File: src/rtl/uart_tx_fsm.sv
// uart_tx_fsm
//
// UART transmitter. Serialises one parallel word per frame onto an
// idle-high line in this order: start bit, data bits LSB first, an
// optional parity bit, and one stop bit. Each bit is held for
// CLKS_PER_BIT clock cycles. The frame format matches the companion
// receiver FSM.
//
// Parameters
//   CLKS_PER_BIT  clock cycles per serial bit (2..65535)
//   DATA_BITS     data bits per frame (5..8)
//   PARITY_EN     1 = insert a parity bit after the data bits
//   PARITY_ODD    1 = odd parity, 0 = even parity (ignored if PARITY_EN=0)
//
// Ports
//   clk       system clock, rising edge
//   reset     asynchronous, active-low reset
//   tx_data   word to send, sampled only on the handshake edge
//   tx_valid  host has a word to send
//   tx_ready  transmitter can accept a word (high only while idle)
//   tx        registered serial line, idles high
//   tx_busy   a frame is in progress
//   tx_done   one-cycle pulse in the first idle cycle after the stop bit
module uart_tx_fsm #(
  parameter int CLKS_PER_BIT = 16,
  parameter int DATA_BITS    = 8,
  parameter int PARITY_EN    = 1,
  parameter int PARITY_ODD   = 0
) (
  input  logic                 clk,
  input  logic                 reset,
  input  logic [DATA_BITS-1:0] tx_data,
  input  logic                 tx_valid,
  output logic                 tx_ready,
  output logic                 tx,
  output logic                 tx_busy,
  output logic                 tx_done
);

  localparam int BAUD_W = (CLKS_PER_BIT > 1) ? $clog2(CLKS_PER_BIT) : 1;
  localparam int IDX_W  = $clog2(DATA_BITS);

  localparam logic [BAUD_W-1:0] BAUD_LAST = BAUD_W'(CLKS_PER_BIT - 1);
  localparam logic [BAUD_W-1:0] BAUD_ONE  = BAUD_W'(1);
  localparam logic [IDX_W-1:0]  IDX_LAST  = IDX_W'(DATA_BITS - 1);
  localparam logic [IDX_W-1:0]  IDX_ONE   = IDX_W'(1);
  localparam logic              PAR_ON    = (PARITY_EN != 0);
  localparam logic              PAR_ODD   = (PARITY_ODD != 0);

  localparam logic [2:0] IDLE   = 3'd0;
  localparam logic [2:0] START  = 3'd1;
  localparam logic [2:0] DATA   = 3'd2;
  localparam logic [2:0] PARITY = 3'd3;
  localparam logic [2:0] STOP   = 3'd4;

  // Parity over the whole word; odd parity is the inverse of even parity.
  function automatic logic calc_parity(input logic [DATA_BITS-1:0] d);
    return (^d) ^ PAR_ODD;
  endfunction

  // Control state (reset)
  logic [2:0]        state;
  logic [BAUD_W-1:0] baud_cnt;
  logic [IDX_W-1:0]  bit_idx;
  logic              tx_q;
  logic              done_q;

  // Frame payload (not reset; only meaningful after a handshake)
  logic [DATA_BITS-1:0] shift_reg;
  logic                 parity_q;

  // Next-state values
  logic [2:0]        state_nxt;
  logic [BAUD_W-1:0] baud_nxt;
  logic [IDX_W-1:0]  idx_nxt;
  logic              tx_nxt;
  logic              done_nxt;
  logic              shift_en;

  logic accept;
  logic bit_end;

  assign tx_ready = (state == IDLE);
  assign tx_busy  = (state != IDLE);
  assign tx       = tx_q;
  assign tx_done  = done_q;

  assign accept  = tx_valid && tx_ready;
  assign bit_end = (state != IDLE) && (baud_cnt == BAUD_LAST);

  // The line level is computed for the state being entered and registered
  // together with it, so tx changes exactly on bit boundaries with no
  // combinational path to the pin. In DATA the next bit is shift_reg[1]
  // because the shift happens on the same edge.
  always_comb begin
    state_nxt = state;
    baud_nxt  = baud_cnt + BAUD_ONE;
    idx_nxt   = bit_idx;
    tx_nxt    = tx_q;
    done_nxt  = 1'b0;
    shift_en  = 1'b0;
    case (state)
      IDLE: begin
        baud_nxt = '0;
        tx_nxt   = 1'b1;
        if (accept) begin
          state_nxt = START;
          tx_nxt    = 1'b0;
        end
      end
      START: begin
        if (bit_end) begin
          state_nxt = DATA;
          baud_nxt  = '0;
          idx_nxt   = '0;
          tx_nxt    = shift_reg[0];
        end
      end
      DATA: begin
        if (bit_end) begin
          baud_nxt = '0;
          shift_en = 1'b1;
          if (bit_idx == IDX_LAST) begin
            if (PAR_ON) begin
              state_nxt = PARITY;
              tx_nxt    = parity_q;
            end else begin
              state_nxt = STOP;
              tx_nxt    = 1'b1;
            end
          end else begin
            idx_nxt = bit_idx + IDX_ONE;
            tx_nxt  = shift_reg[1];
          end
        end
      end
      PARITY: begin
        if (bit_end) begin
          state_nxt = STOP;
          baud_nxt  = '0;
          tx_nxt    = 1'b1;
        end
      end
      STOP: begin
        if (bit_end) begin
          state_nxt = IDLE;
          baud_nxt  = '0;
          tx_nxt    = 1'b1;
          done_nxt  = 1'b1;
        end
      end
      default: begin
        state_nxt = IDLE;
        baud_nxt  = '0;
        tx_nxt    = 1'b1;
      end
    endcase
  end

  // Control register stage: a reset mid-frame abandons the frame at once.
  always_ff @(posedge clk or negedge reset) begin
    if (!reset) begin
      state    <= IDLE;
      baud_cnt <= '0;
      bit_idx  <= '0;
      tx_q     <= 1'b1;
      done_q   <= 1'b0;
    end else begin
      state    <= state_nxt;
      baud_cnt <= baud_nxt;
      bit_idx  <= idx_nxt;
      tx_q     <= tx_nxt;
      done_q   <= done_nxt;
    end
  end

  // Payload register stage: the word is captured only on the handshake,
  // so later tx_data changes cannot disturb the frame in flight.
  always_ff @(posedge clk) begin
    if (accept) begin
      shift_reg <= tx_data;
      parity_q  <= calc_parity(tx_data);
    end else if (shift_en) begin
      shift_reg <= shift_reg >> 1;
    end
  end

endmodule

File: config.mk
export PLATFORM = sky130hd
export DESIGN_NAME = uart_tx_fsm
export DESIGN_NICKNAME = d
export VERILOG_FILES = /design/src/rtl/uart_tx_fsm.sv
export SDC_FILE = /design/constraint.sdc
export NUM_CORES = 1
export LEC_CHECK = 0
export CAP_MARGIN = 20
export CORE_MARGIN = 3
export CORE_UTILIZATION = 50
export CTS_CLUSTER_DIAMETER = 50
export DETAILED_ROUTE_END_ITERATION = 10
export PLACE_DENSITY = 0.76
export SETUP_SLACK_MARGIN = 0.2
export SYNTH_ARGS = -nofsm -noshare
export SYNTH_HDL_FRONTEND = slang
export SYNTH_SLANG_ARGS = --single-unit
File: constraint.sdc
create_clock -name clk -period 2.3 [get_ports clk]
set_input_delay 0.46 -clock clk [delete_from_list [all_inputs] [get_ports clk]]
set_output_delay 0.46 -clock clk [all_outputs]
set_load 0.005 [all_outputs]
# --- Word level (Yosys, flattened, before mapping) ---
# Cells that the tools add are included.
classes:
  add_sub_neg: 2
  n_eq_ne: 14
  muxes: 23
  reduce_logical: 12
ops:
  columns: ["cell", "count"]
  rows:
  - ["2-to-1 mux 3 bit", 8]
  - ["2-to-1 mux 8 bit", 2]
  - ["one-hot mux 3 bit (5 select lines)", 1]
  - ["inequality test 2 bit (second input constant)", 6]
  - ["2-to-1 mux 1 bit", 8]
  - ["2-to-1 mux 4 bit", 2]
  - ["XOR reduction 8 bit", 1]
  - ["== test 3 x 2 -> 1 bit (second input constant)", 2]
  - ["== test 3 bit (second input constant)", 2]
  - ["one-hot mux 3 bit (2 select lines)", 1]
  - ["AND reduction 6 bit", 1]
  - ["adder 4 x 1 -> 4 bit (second input constant)", 1]
  - ["== test 4 bit (second input constant)", 1]
  - ["inequality test 2 x 1 -> 1 bit (second input constant)", 2]
  - ["one-hot mux 1 bit (4 select lines)", 1]
  - ["AND reduction 4 bit", 1]
  - ["nonzero test 2 bit", 2]
  - ["OR reduction 4 bit", 1]
  - ["adder 3 x 1 -> 3 bit (second input constant)", 1]
  - ["== test 3 x 1 -> 1 bit (second input constant)", 1]
  - ["logical NOT 3 bit", 1]
  - ["AND reduction 3 bit", 1]
  - ["nonzero test 3 bit", 1]
  - ["logical AND 1 bit", 2]
  - ["OR reduction 2 bit", 1]
totals:
  ff_bits: 21
  inputBits: 11
  word_cells: 58

# --- Logic depth before layout (Yosys ltp) ---
logic_depth:
  depth_word: 6
  mapped_depth: 5
  ltp_nobuf: 5

# --- Least setup slack after synthesis ---
# OpenSTA, ideal clock, no wires.
synth_timing:
  path_type: "register -> register"
  start: "register baud_cnt[0]"
  end: "register shift_reg[0] (enable)"
  setup_time_ps: 386
  arrival_time_ps: 1485
  t_required_ps: 1914
  setup_slack_ps: 429
  path_stages_with_launch: 4
  path_buffers: 0
  path_cell_list: "dfrtp_1 > ha_1 > nand4_1 > a211oi_1"
synth_between:
  elab_chain_len: 5
synth_lines:
  columns: ["element", "line", "rtl"]
  rows:
  - ["start, declared", "63", "logic [BAUD_W-1:0] baud_cnt;"]
  - ["start signal, assigned", "170", "baud_cnt <= baud_nxt;"]
  - ["== test 4 bit", "89", "assign bit_end = (state != IDLE) && (baud_cnt == BAUD_LAST);"]
  - ["logical AND 1 bit", "89", null]
  - ["2-to-1 mux 1 bit", "120", "if (bit_end) begin"]
  - ["2-to-1 mux 1 bit", "102", "case (state)"]
  - ["nonzero test 2 bit (no source line)", null, null]
  - ["end signal, assigned", "181", "shift_reg <= tx_data;"]
  - ["end signal, assigned", "184", "shift_reg <= shift_reg >> 1;"]
  - ["end, declared", "69", "logic [DATA_BITS-1:0] shift_reg;"]
# No other way between the ends.
# A chain may end at the register's enable or synchronous reset.

# --- Final worst setup path ---
layout_timing:
  start: "register state[2]"
  end: "output tx_ready"
layout_between:
  elab_chain_len: 1
layout_lines:
  columns: ["element", "line", "rtl"]
  rows:
  - ["start, declared", "62", "logic [2:0] state;"]
  - ["start signal, assigned", "169", "state <= state_nxt;"]
  - ["logical NOT 3 bit", "83", "assign tx_ready = (state == IDLE);"]
  - ["end, declared", "34", "output logic tx_ready,"]
# No other way between the ends.

==> results.cfg <==
[logic_synthesis]
synth_warnings = 0
syn_avg_cell_area_um2 = 13.0
synthDistinctLibCells = 35
synth_cells = 83
synth-main-ff-cell = dfrtp_1
netlist_area_um2 = 1080
synthArstFlopShare = 0.571
synth-edff-count = 9
syn-num-nets = 97
seq_area_frac_synth = 0.531
synth-seq-cells = 21

[grt]
grt_overflow = 0
grt_pass1_wl_mm = 3.02
grt_max_degree = 14
antenna_found_initial = 0
track_usage = 0.149
grt_pass1_vias = 699

[cts]
cts_tree = yes
htree_levels = 1
holdBufCountCts = 0
cts_sinks = 21
cts_buffers = 3
cts.path.max_buffers = 2
clk-insertion-delay-late_ns = 0.30
cts_root_buffer = clkbuf_4
clk_pin_slew_ns = 0.11

[sta]
worst_slew_pin_slew_ns = 0.549
slew-limit-headroom = 0.633
fin_worst_skew_ns = 0.00247
fmax_ghz = 0.504
finalHoldViolations = 0
rsz0062_at_grt = false
setup_slack_ns = 0.315
post-route-period-util = 0.863
setup_tns_ns = 0
slew_violations = 0
setup_viol = 0
layout_min_cycle_time_ns = 1.98

[critical_path]
crit_arrival_ns = 1.52
start_kind = flip-flop
worstPathRequired_ns = 1.84
path_class = reg -> out
cp_max_fo = 6
end_kind = output port

[drt]
ant_nets = 0
totalWireLength_mm = 1.76
vias = 694
drc_errors = 0
wl_per_cell_um = 13.6
viasPerCell = 5.38
drt_iter0_markers = 8
firstDrtPassIters = 3

[floorplanning]
dieArea_um2 = 2750
die_y_um = 52.4
dieWidth_um = 52.4
start_util = 0.538
rows = 16
placeableCoreArea_um2 = 2000
ioPinCount = 15

[hold_path]
min_path_type = reg -> reg

[placed_design]
post-place-ws_ns = 0.227
hpwl_mm = 1.29
portBuffers = 14
place_congestion = 0.779

[power_and_ir_drop]
max-vdd-ir-drop_mv = 0.605
p_leak_uw = 0.000494
power.density_nw_per_um2 = 873

[final_layout]
drive_gt1_frac = 0.255
largest_register_ffs = 8
nNetsFinal = 117
area_growth_pct = 20.3
antenna_cells_inserted = 0

[run]
max_cap_viol_count = 0

[outcome]
status = finished clean
[cells in the final DEF (no fill, tap or decap), drive strengths merged, types with 2 or more instances in the layout]
cell            n
clkdlybuf4s50  14
dfrtp          11
mux2            9
edfxtp          9
xnor2           6
nor2            4
xor2            4
buf             4
clkbuf          4
and3            3
nand4           3
ha              3
nand3           3
inv             3
o21ai           3
nor3            2
a22o            2
nor4            2
nor3b           2
[worst max-delay path, cell delays in order (launching register included)]
cell and delay (ns):
dfrtp_2 0.47, nor3_4 0.22, clkdlybuf4s50_1 0.53
[cell families (layout without fill, tap and decap cells)]
| family | count (synthesis) | in the layout | synth area share |
|---|---|---|---|
| xor+xnor | 10 | 10 | 0.0813 |
| fa+ha+maj | 3 | 3 | 0.0348 |
| simple gates | 24 | 24 | 0.154 |
| mux | 10 | 10 | 0.103 |
| flops | 21 | 21 | 0.531 |
| buf+inv | 6 | 25 | 0.0290 |
| compound gates | 9 | 9 | 0.0662 |
[cell usage after synthesis (all sizes together), types with 2 or more instances]
cell type  instances  area [um^2]
nor4               2         18.8
edfxtp             9          270
xor2               4         35.0
xnor2              6         52.6
dfrtp             11          275
nor3               2         26.3
a22o               2         17.5
inv                3         11.3
and3               3         18.8
mux2               9          101
nand3              3         20.0
ha                 3         37.5
o21ai              3         15.0
nand4              3         18.8
nor2               4         15.0
nor3b              2         20.0
buf                3         20.0
[through the flow]
stage / hold WS (ns) / cells / power (uW) / util / instance area (um^2)
after floorplan: 0.164 / 83 / 830 / - / 1080
after global placement: 0.445 / 123 / 928 / 0.623 / 1250
after detailed placement: 0.450 / 123 / 939 / 0.623 / 1250
after CTS: 0.468 / 127 / 1120 / 0.636 / 1270
after global routing: 0.507 / 129 / 1220 / 0.648 / 1300
final: 0.464 / 129 / 1130 / 0.648 / 1300
[what timing repair did]
action,4_1_cts,5_1_grt
setup endpoints to repair,2,2
setup buffers,0,2
endpoints found under the hold margin,0,0
gates resized for setup,1,2
[metal layers]
| metal | share of wire | vias to the layer above | global-route usage |
|---|---|---|---|
| li1 | - | 345 | - |
| met1 | 0.46 | 336 | 0.195 |
| met2 | 0.49 | 11 | 0.246 |
| met3 | 0.035 | 2 | 0.0256 |
| met4 | 0.012 | 0 | 0.0511 |
| met5 | 0 | - | 0 |
[power by group]
part           internal (uW)  switching (uW)  total (uW)  leakage [uW]
Combinational            209             176         385      0.000249
Clock                   67.6             108         175     0.0000150
Sequential               487            84.6         572      0.000230
Total                    764             368        1130      0.000494
[path summary, 6_finish.rpt]
| path | start | endpoint | slack, ns | cells after the start |
|---|---|---|---|---|
| worst max-delay path | state[2] | tx_ready | 0.32 | 2 |
| worst min-delay path | baud_cnt[0] | baud_cnt[0] | 0.46 | 1 |
| worst max register to register | state[1] | shift_reg[2] | 0.57 | 3 |
| worst min register to register | baud_cnt[0] | baud_cnt[0] | 0.46 | 1 |
| max in group asynchronous | reset | state[2] | 1.41 | 1 |
| min in group asynchronous | reset | tx_done | 0.50 | 1 |
[area by class of cell]
class / instances / area [um^2]
flip-flops and latches: 21 / 574
clock buffers: 4 / 26.3
fillers: 162 / 706
inverters: 3 / 11.3
multi-input cells: 56 / 480
well taps: 27 / 33.8
repair buffers: 18 / 170
Power figures use the tool's default switching activity.
